--- src/rtl/keypad_scanner.sv ---
// 4x4 keypad scanner. Drives one active-low column at a time and samples the
// synchronized rows into a 16-bit scan image. After each full scan the image
// is classified as no key, one key or several keys. A result that repeats for
// STABLE_SCANS scans is accepted, and a newly accepted key gives one key_valid pulse.
module keypad_scanner #(
    parameter int CLK_FREQ     = 125_000_000,
    parameter int COL_DWELL_US = 250,
    parameter int STABLE_SCANS = 4
) (
    input  logic       clk,
    input  logic       rst,
    output logic [3:0] col_n,
    input  logic [3:0] row_n,
    output logic [3:0] key_code,
    output logic       key_valid,
    output logic       key_held,
    output logic       multi_key
);

    localparam int DWELL_CYC = (CLK_FREQ / 1_000_000) * COL_DWELL_US;
    localparam int DW        = (DWELL_CYC > 1) ? $clog2(DWELL_CYC) : 1;
    localparam int MW        = $clog2(STABLE_SCANS + 1);
    localparam logic [DW-1:0] DWELL_LAST = DW'(DWELL_CYC - 1);
    localparam logic [MW-1:0] MATCH_MAX  = MW'(STABLE_SCANS);

    typedef enum logic       {S_DRIVE, S_EVAL} state_t;
    typedef enum logic [1:0] {C_NONE, C_SINGLE, C_MULTI} cls_t;

    state_t        state_q, state_d;
    logic [1:0]    col_q, col_d;
    logic [3:0]    col_n_q, col_n_d;
    logic [DW-1:0] dwell_q, dwell_d;
    logic [3:0]    row_s1_q, row_s1_d, row_s2_q, row_s2_d;
    logic [15:0]   acc_q, acc_d;
    logic          prev_vld_q, prev_vld_d;
    cls_t          prev_cls_q, prev_cls_d;
    logic [3:0]    prev_code_q, prev_code_d;
    logic [MW-1:0] match_q, match_d;
    logic [3:0]    key_code_q, key_code_d;
    logic          key_valid_q, key_valid_d;
    logic          key_held_q, key_held_d;
    logic          multi_key_q, multi_key_d;

    cls_t       cls;
    logic [3:0] code;
    logic [4:0] zcnt;
    logic [3:0] zidx;
    logic       same;

    // Scan image index is {col,row}; the table is laid out by {row,col}.
    function automatic logic [3:0] key_lut(input logic [3:0] idx);
        logic [3:0] rc;
        rc = {idx[1:0], idx[3:2]};
        case (rc)
            4'b00_00: key_lut = 4'h1;
            4'b00_01: key_lut = 4'h2;
            4'b00_10: key_lut = 4'h3;
            4'b00_11: key_lut = 4'hA;
            4'b01_00: key_lut = 4'h4;
            4'b01_01: key_lut = 4'h5;
            4'b01_10: key_lut = 4'h6;
            4'b01_11: key_lut = 4'hB;
            4'b10_00: key_lut = 4'h7;
            4'b10_01: key_lut = 4'h8;
            4'b10_10: key_lut = 4'h9;
            4'b10_11: key_lut = 4'hC;
            4'b11_00: key_lut = 4'h0;
            4'b11_01: key_lut = 4'hF;
            4'b11_10: key_lut = 4'hE;
            4'b11_11: key_lut = 4'hD;
            default:  key_lut = 4'h0;
        endcase
    endfunction

    // Classify the completed scan image by counting pressed (low) bits.
    always_comb begin
        zcnt = '0;
        zidx = '0;
        for (int i = 0; i < 16; i++) begin
            if (!acc_q[i]) begin
                zcnt = zcnt + 5'd1;
                zidx = 4'(i);
            end
        end
        if (zcnt == 5'd0)      cls = C_NONE;
        else if (zcnt == 5'd1) cls = C_SINGLE;
        else                   cls = C_MULTI;
        code = key_lut(zidx);
        same = prev_vld_q && (cls == prev_cls_q) &&
               ((cls != C_SINGLE) || (code == prev_code_q));
    end

    // Next-state: column scan, sampling, debounce and output decisions.
    always_comb begin
        state_d     = state_q;
        col_d       = col_q;
        col_n_d     = col_n_q;
        dwell_d     = dwell_q;
        row_s1_d    = row_n;
        row_s2_d    = row_s1_q;
        acc_d       = acc_q;
        prev_vld_d  = prev_vld_q;
        prev_cls_d  = prev_cls_q;
        prev_code_d = prev_code_q;
        match_d     = match_q;
        key_code_d  = key_code_q;
        key_valid_d = 1'b0;
        key_held_d  = key_held_q;
        multi_key_d = multi_key_q;
        case (state_q)
            S_DRIVE: begin
                if (dwell_q == DWELL_LAST) begin
                    dwell_d = '0;
                    acc_d[{col_q, 2'b00} +: 4] = row_s2_q;
                    if (col_q == 2'd3) begin
                        state_d = S_EVAL;
                    end else begin
                        col_d   = col_q + 2'd1;
                        col_n_d = ~(4'b0001 << (col_q + 2'd1));
                    end
                end else begin
                    dwell_d = dwell_q + DW'(1);
                end
            end
            S_EVAL: begin
                state_d     = S_DRIVE;
                col_d       = 2'd0;
                col_n_d     = 4'b1110;
                dwell_d     = '0;
                prev_vld_d  = 1'b1;
                prev_cls_d  = cls;
                prev_code_d = code;
                if (same) match_d = (match_q == MATCH_MAX) ? MATCH_MAX : match_q + MW'(1);
                else      match_d = MW'(1);
                // Act only on the scan where the result first becomes stable.
                if (match_d == MATCH_MAX && match_q != MATCH_MAX) begin
                    case (cls)
                        C_SINGLE: begin
                            if (!(key_held_q && key_code_q == code)) begin
                                key_code_d  = code;
                                key_held_d  = 1'b1;
                                multi_key_d = 1'b0;
                                key_valid_d = 1'b1;
                            end
                        end
                        C_MULTI: begin
                            multi_key_d = 1'b1;
                            key_held_d  = 1'b0;
                        end
                        default: begin
                            multi_key_d = 1'b0;
                            key_held_d  = 1'b0;
                        end
                    endcase
                end
            end
            default: state_d = S_DRIVE;
        endcase
    end

    // State registers with synchronous active-low reset.
    always_ff @(posedge clk) begin
        if (!rst) begin
            state_q     <= S_DRIVE;
            col_q       <= 2'd0;
            col_n_q     <= 4'b1110;
            dwell_q     <= '0;
            row_s1_q    <= 4'hF;
            row_s2_q    <= 4'hF;
            acc_q       <= 16'hFFFF;
            prev_vld_q  <= 1'b0;
            prev_cls_q  <= C_NONE;
            prev_code_q <= 4'h0;
            match_q     <= '0;
            key_code_q  <= 4'h0;
            key_valid_q <= 1'b0;
            key_held_q  <= 1'b0;
            multi_key_q <= 1'b0;
        end else begin
            state_q     <= state_d;
            col_q       <= col_d;
            col_n_q     <= col_n_d;
            dwell_q     <= dwell_d;
            row_s1_q    <= row_s1_d;
            row_s2_q    <= row_s2_d;
            acc_q       <= acc_d;
            prev_vld_q  <= prev_vld_d;
            prev_cls_q  <= prev_cls_d;
            prev_code_q <= prev_code_d;
            match_q     <= match_d;
            key_code_q  <= key_code_d;
            key_valid_q <= key_valid_d;
            key_held_q  <= key_held_d;
            multi_key_q <= multi_key_d;
        end
    end

    assign col_n     = col_n_q;
    assign key_code  = key_code_q;
    assign key_valid = key_valid_q;
    assign key_held  = key_held_q;
    assign multi_key = multi_key_q;

endmodule

--- config.mk ---
export PLATFORM = sky130hd
export DESIGN_NAME = keypad_scanner
export DESIGN_NICKNAME = d
export VERILOG_FILES = /design/src/rtl/keypad_scanner.sv
export SDC_FILE = /design/constraint.sdc
export NUM_CORES = 1
export LEC_CHECK = 0
export CORE_MARGIN = 10
export CORE_UTILIZATION = 45
export DETAILED_ROUTE_END_ITERATION = 8
export GPL_TIMING_DRIVEN = 0
export HOLD_SLACK_MARGIN = 0.03
export MAX_ROUTING_LAYER = met4
export PLACE_DENSITY_LB_ADDON = 0.05
export SKIP_CTS_REPAIR_TIMING = 1
export SLEW_MARGIN = 25
export SYNTH_ARGS = -nofsm -noshare
export SYNTH_HDL_FRONTEND = slang
export SYNTH_SLANG_ARGS = --single-unit
--- constraint.sdc ---
create_clock -name clk -period 11.15 [get_ports clk]
set_input_delay 2.7875 -clock clk [delete_from_list [all_inputs] [get_ports clk]]
set_output_delay 2.7875 -clock clk [all_outputs]
set_load 0.01 [all_outputs]
==> flow_summary.ini, run 1 <==
[global_route]
grt_pass1_wl_um = 16900
antenna_found_initial = 0
grt-busiest-layer = met2
grtUsageMet1_pct = 17.8
met2_usage_pct = 21.8
grt_overflow = 0
grt_util_met3_pct = 1.88
grt_usage_pct = 13.8
grt_max_degree = 13
first_global_vias = 3625

[power]
total_power_uw = 465
power_leakage_uw = 0.00226
worst_ir_drop_vdd_uv = 76.0
p_per_area_nw_per_um2 = 87.5

[hold_path]
hold_class = reg2reg
min-delay-start = row_s1_q[0]
holdPathStages = 1

[timing]
setup_ws_ps = 772
fin_skew_ps = 10.0
period_share_pct = 93.1
finalSetupViolations = 0
hold_viol = 0
fmax_mhz = 96.4
rsz0062_at_grt = false
tns_ps = 0
slew-limit-headroom_pct = 57.4
slew_viol_final = 0
tightest_slew_ps = 637
fin_crit_ps = 10380

[route]
wire_per_inst_um = 13.1
dr.pass1.iters = 4
viasPerCell = 5.16
drtIter0Drc = 180
wl_um = 9680
vias = 3800
drc = 0
drtAntennaViolNets = 0

[critical_path]
timing.rr.start = acc_q[1]
path_depth = 49
rrSetupSlack_ps = 770
critical_path_buf_inv_count = 5
startpoint = acc_q[1]
crit_fanout = 7
r2r_cells = 49
cp-end-kind = flip-flop
cp.required_ps = 11370
start_kind = flip-flop
crit_slowest_cell = dfxtp_1
cp.arrival_ps = 10600
path_common_cell = ha_1
crit_end = match_q[1]
crit_type = reg2reg
critPathTopFamily = adder cells
slowest_delay_ps = 370
worstReg2RegEnd = match_q[1]

[die]
design.die.area_sq_um = 15000
die_w_um = 122
dieHeight_um = 122
io_pins = 17
placementRows = 37
initial_core_util_pct = 45.9
core-area_sq_um = 10300

[clock_network]
cts_buffer_depth = 2
worstSkewPairLatency_ps = 340
clock-root-buffer = clkbuf_8
cts_tree = yes
numCtsBuffers = 9
path_clk_slew_ps = 80
clock-sinks = 63
htree_levels = 3

[synthesis]
ys.flop_type = dfxtp_1
ys_ff_latch = 63
synth_sequential_area_ratio_pct = 26.7
yosysTopAreaCell = dfxtp_1
synth_edf_count = 0
synthMostInstantiatedCell = nand2_1
async_flop_share_pct = 0
netlist_area_sq_um = 4720
syn_inst = 567
synthTopCellsByCount = nand2_1 (73), dfxtp_1 (63), nor2_1 (59), xnor2_1 (37), inv_1 (29)
yosys.cell_types.count = 75
synth_fp_nets = 600
postSynthAreaPerCell_sq_um = 8.32
synth_top_area_share_pct = 26.7
yosysWarningCount = 0
yosys-top-cells-area = dfxtp_1 (27%), ha_1 (7.2%), xnor2_1 (6.9%), nand2_1 (5.8%), nor2_1 (4.7%)

[finish]
diodes = 0
final_area_sq_um = 5320
area_growth_pct = 12.7
fin_nets = 629
drive_gt1_share_pct = 9.65

[placement]
dp_slack_ps = 603
dpl.hpwl_um = 7500
numPortBuffers = 16
place.gp.congestion = 0.846
place_area_sq_um = 5050

[flow_run]
maxCapViolations = 0

[run_status]
outcome = finished, final reports clean
[flip-flops by register name (all words and copies together) (netlist names)]
signal and count:
col_n 4, state_q 1, col_q 2, acc_q 16, key_valid 1, multi_key 1, row_s2_q 4, prev_vld_q 1
dwell_q 15, prev_cls_q 2, key_code 4, key_held 1, match_q 3, row_s1_q 4, prev_code_q 4
[stage by stage]
stage                     hold slack [ps]  cells  util, %
final                                 412    737     51.7
after global routing                  433    737     51.7
after CTS                             409    735     51.4
after detailed placement              391    719     49.1
after global placement                389    719     49.1
after floorplan                       386    567        -
[final cells by class]
| type | instances | area (sq um) |
|---|---|---|
| Clock buffer | 10 | 138 |
| Buffer | 21 | 91.3 |
| Multi-Input combinational cell | 453 | 3280 |
| Timing Repair Buffer | 18 | 175 |
| Clock inverter | 6 | 92.6 |
| Sequential cell | 63 | 1260 |
| Tap cell | 136 | 170 |
| Fill cell | 1039 | 4960 |
| Inverter | 30 | 113 |
[kinds of logic after synthesis]
logic type / after synthesis / share of synthesized area [%]
simple gates: 237 / 24.7
compound gates: 94 / 14.2
buf+inv: 51 / 4.32
xor+xnor: 75 / 17.9
flops: 63 / 26.7
fa+ha+maj: 27 / 7.16
mux: 20 / 4.93
[cell usage in the layout (no fill, tap or decap), types with 10 or more instances in the layout]
| cell type | count |
|---|---|
| nor2b_1 | 16 |
| ha_1 | 27 |
| nand2b_1 | 17 |
| nand2_1 | 73 |
| nor2_1 | 59 |
| a21oi_1 | 16 |
| clkbuf_1 | 15 |
| inv_1 | 29 |
| o21ai_0 | 14 |
| dfxtp_1 | 63 |
| xor2_1 | 24 |
| o211ai_1 | 18 |
| nand3_1 | 18 |
| mux2i_1 | 11 |
| xnor2_1 | 37 |
| clkbuf_8 | 10 |
| clkdlybuf4s50_1 | 16 |
[per-layer routing]
metal / share of wire, % / wire (um)
met5: 0 / 0
met4: 1.2 / 116
met2: 48 / 4630
met1: 50 / 4810
met3: 1.3 / 128
[worst min path at each step]
| stage | to | slack (ps) |
|---|---|---|
| after floorplan | row_s2_q[0] | 390 |
| after global placement | row_s2_q[1] | 390 |
| after detailed placement | row_s2_q[0] | 390 |
| after CTS | row_s2_q[0] | 410 |
| after global routing | row_s2_q[3] | 430 |
| final | row_s2_q[0] | 410 |
[report_power, final]
part	switching (uW)	internal [uW]
Sequential	2.03	227
Combinational	5.57	4.07
Clock	93.6	133
Total	101	364
[worst reg2reg max path, delay by kind of cell, from the launching register on]
| kind | cells | cell delay, ps |
|---|---|---|
| adder cells (fa/ha/maj) | 14 | 3880 |
| AO/OA/AOI/OAI | 14 | 2550 |
| AND/OR/NAND/NOR | 8 | 960 |
| XOR/XNOR | 2 | 280 |
| buffers and inverters | 5 | 430 |
| multiplexers | 6 | 1790 |
| flip-flops | 1 | 370 |
(Power assumes the default switching activity.)
==> inputs of run 2 (changes only) <==
- CELL_PAD_IN_SITES_DETAIL_PLACEMENT: not set -> 1
- CELL_PAD_IN_SITES_GLOBAL_PLACEMENT: not set -> 2
- CORE_UTILIZATION: 45 -> 38
- CTS_BUF_LIST: not set -> sky130_fd_sc_hd__clkbuf_4 sky130_fd_sc_hd__clkbuf_8 sky130_fd_sc_hd__clkbuf_16
==> run 2 against run 1 <==
First-iteration DRC count is 31% lower. Critical path depth unchanged. Core utilization decreased by 6.7 points. Sequential power about the same. Global-route usage is 0.24 points lower. Clock skew down 3.7 ps. Largest power group is now clock. Worst hold slack got worse by 5.8 ps. Die area grew 15%. Worst setup slack got worse by 240 ps. Cell count rose by 4.2%.
==> flow_summary.ini, run 2 (synthesized netlist as in run 1, its figures left out) <==
[route]
wire_per_inst_um = 14.7
vias = 3886
wl_um = 11300
dr.pass1.iters = 4
drtIter0Drc = 124
viasPerCell = 5.06
drtAntennaViolNets = 0
drc = 0

[finish]
diodes = 0
finish.utilization_pct = 45.0
largest_reg_flops = 16
reg.largest.list = acc_q x16, dwell_q x15
drive_gt1_share_pct = 9.67
final_common_cell = nand2_1
mostFrequentLayoutCells = nand2_1 (73), dfxtp_1 (63), nor2_1 (59), xnor2_1 (37), inv_1 (29)
max_flop_register = acc_q
fin_nets = 628
area_growth_pct = 15.1
final_area_sq_um = 5430

[placement]
dpl.hpwl_um = 8830
numPortBuffers = 16
place_area_sq_um = 5090
place.gp.congestion = 0.747

[clock_network]
clock-sinks = 63
htree_levels = 3
cts_buffer_depth = 2
path_clk_slew_ps = 50
numCtsBuffers = 9
worstSkewPairLatency_ps = 330
cts_tree = yes
clock-root-buffer = clkbuf_16

[timing]
hold_viol = 0
hold_ws_ps = 406
fin_crit_ps = 10620
tightest_slew_ps = 630
finalSetupViolations = 0
tns_ps = 0
slew_viol_final = 0
fmax_mhz = 94.2
slew-limit-headroom_pct = 57.9
period_share_pct = 95.3
fin_skew_ps = 6.33

[critical_path]
crit_slowest_cell = mux2_4
critical_path_buf_inv_count = 5
crit_type = reg2reg
start_kind = flip-flop
rrSetupSlack_ps = 530
cp-end-kind = flip-flop
cp.required_ps = 11370
crit_fanout = 7
path_common_cell = ha_1
slowest_delay_ps = 370
critPathTopFamily = adder cells
cp.arrival_ps = 10840

[global_route]
grt_max_degree = 11
grt-busiest-layer = met2
grtUsageMet1_pct = 17.3
grt_usage_pct = 13.5
grt_pass1_wl_um = 19500
antenna_found_initial = 0
met2_usage_pct = 21.3
grt_util_met3_pct = 1.94
grt_overflow = 0
first_global_vias = 4072

[die]
io_pins = 17
placementRows = 40
design.die.area_sq_um = 17300
core-area_sq_um = 12100
dieHeight_um = 131
initial_core_util_pct = 39.1
die_w_um = 131

[power]
p_per_area_nw_per_um2 = 96.1
power_leakage_uw = 0.00229
worst_ir_drop_vdd_uv = 79.3

[run_status]
outcome = finished, final reports clean

[hold_path]
hold_class = reg2reg

[flow_run]
maxCapViolations = 0
-- run 2: worst register-to-register path: cells and delay by family, from the launching register on --
kind / cells / cell delay (ps)
AOI/OAI and AO/OA: 13 / 2470
xor gates and xnor gates: 2 / 280
adders and majority gates: 14 / 3960
buffers and inverters: 5 / 420
DFF: 1 / 360
muxes: 6 / 1780
and+or+nand+nor: 9 / 1220
-- run 2: area by class of cell --
type                            count  area (sq um)
Clock buffer                       13           262
Clock inverter                      3          42.5
Sequential cell                    63          1260
Fill cell                        1443          6630
Multi-Input combinational cell    453          3280
Timing Repair Buffer               17           168
Inverter                           30           113
Buffer                             21          91.3
Tap cell                          168           210
-- run 2: per-stage QoR --
step / instances / setup WS, ps / total power, uW
finish: 768 / 529 / 522
global route: 768 / -24.7 / 541
CTS: 767 / 200 / 530
detailed placement: 751 / 260 / 245
global placement: 751 / 541 / 244
floorplan: 567 / 1540 / 240
-- run 2: path summary, 6_finish.rpt --
| check | start | to | cells after the start |
|---|---|---|---|
| hold reg to reg | row_s1_q[2] | row_s2_q[2] | 1 |
| setup reg to reg | acc_q[0] | match_q[1] | 49 |
| hold / removal | row_s1_q[2] | row_s2_q[2] | 1 |
| setup / recovery | acc_q[0] | match_q[1] | 49 |
-- run 2: power by group --
| group | total [uW] | internal [uW] | switching [uW] |
|---|---|---|---|
| clock | 283 | 186 | 96.7 |
| sequential | 230 | 228 | 1.93 |
| combinational | 9.80 | 4.11 | 5.69 |
| total | 522 | 418 | 104 |
-- run 2: per-layer routing --
metal	vias to the layer above	wire [um]
met1	1840	5840
met2	23	5180
met5	-	0
met4	0	168
met3	12	128
li1	2011	-
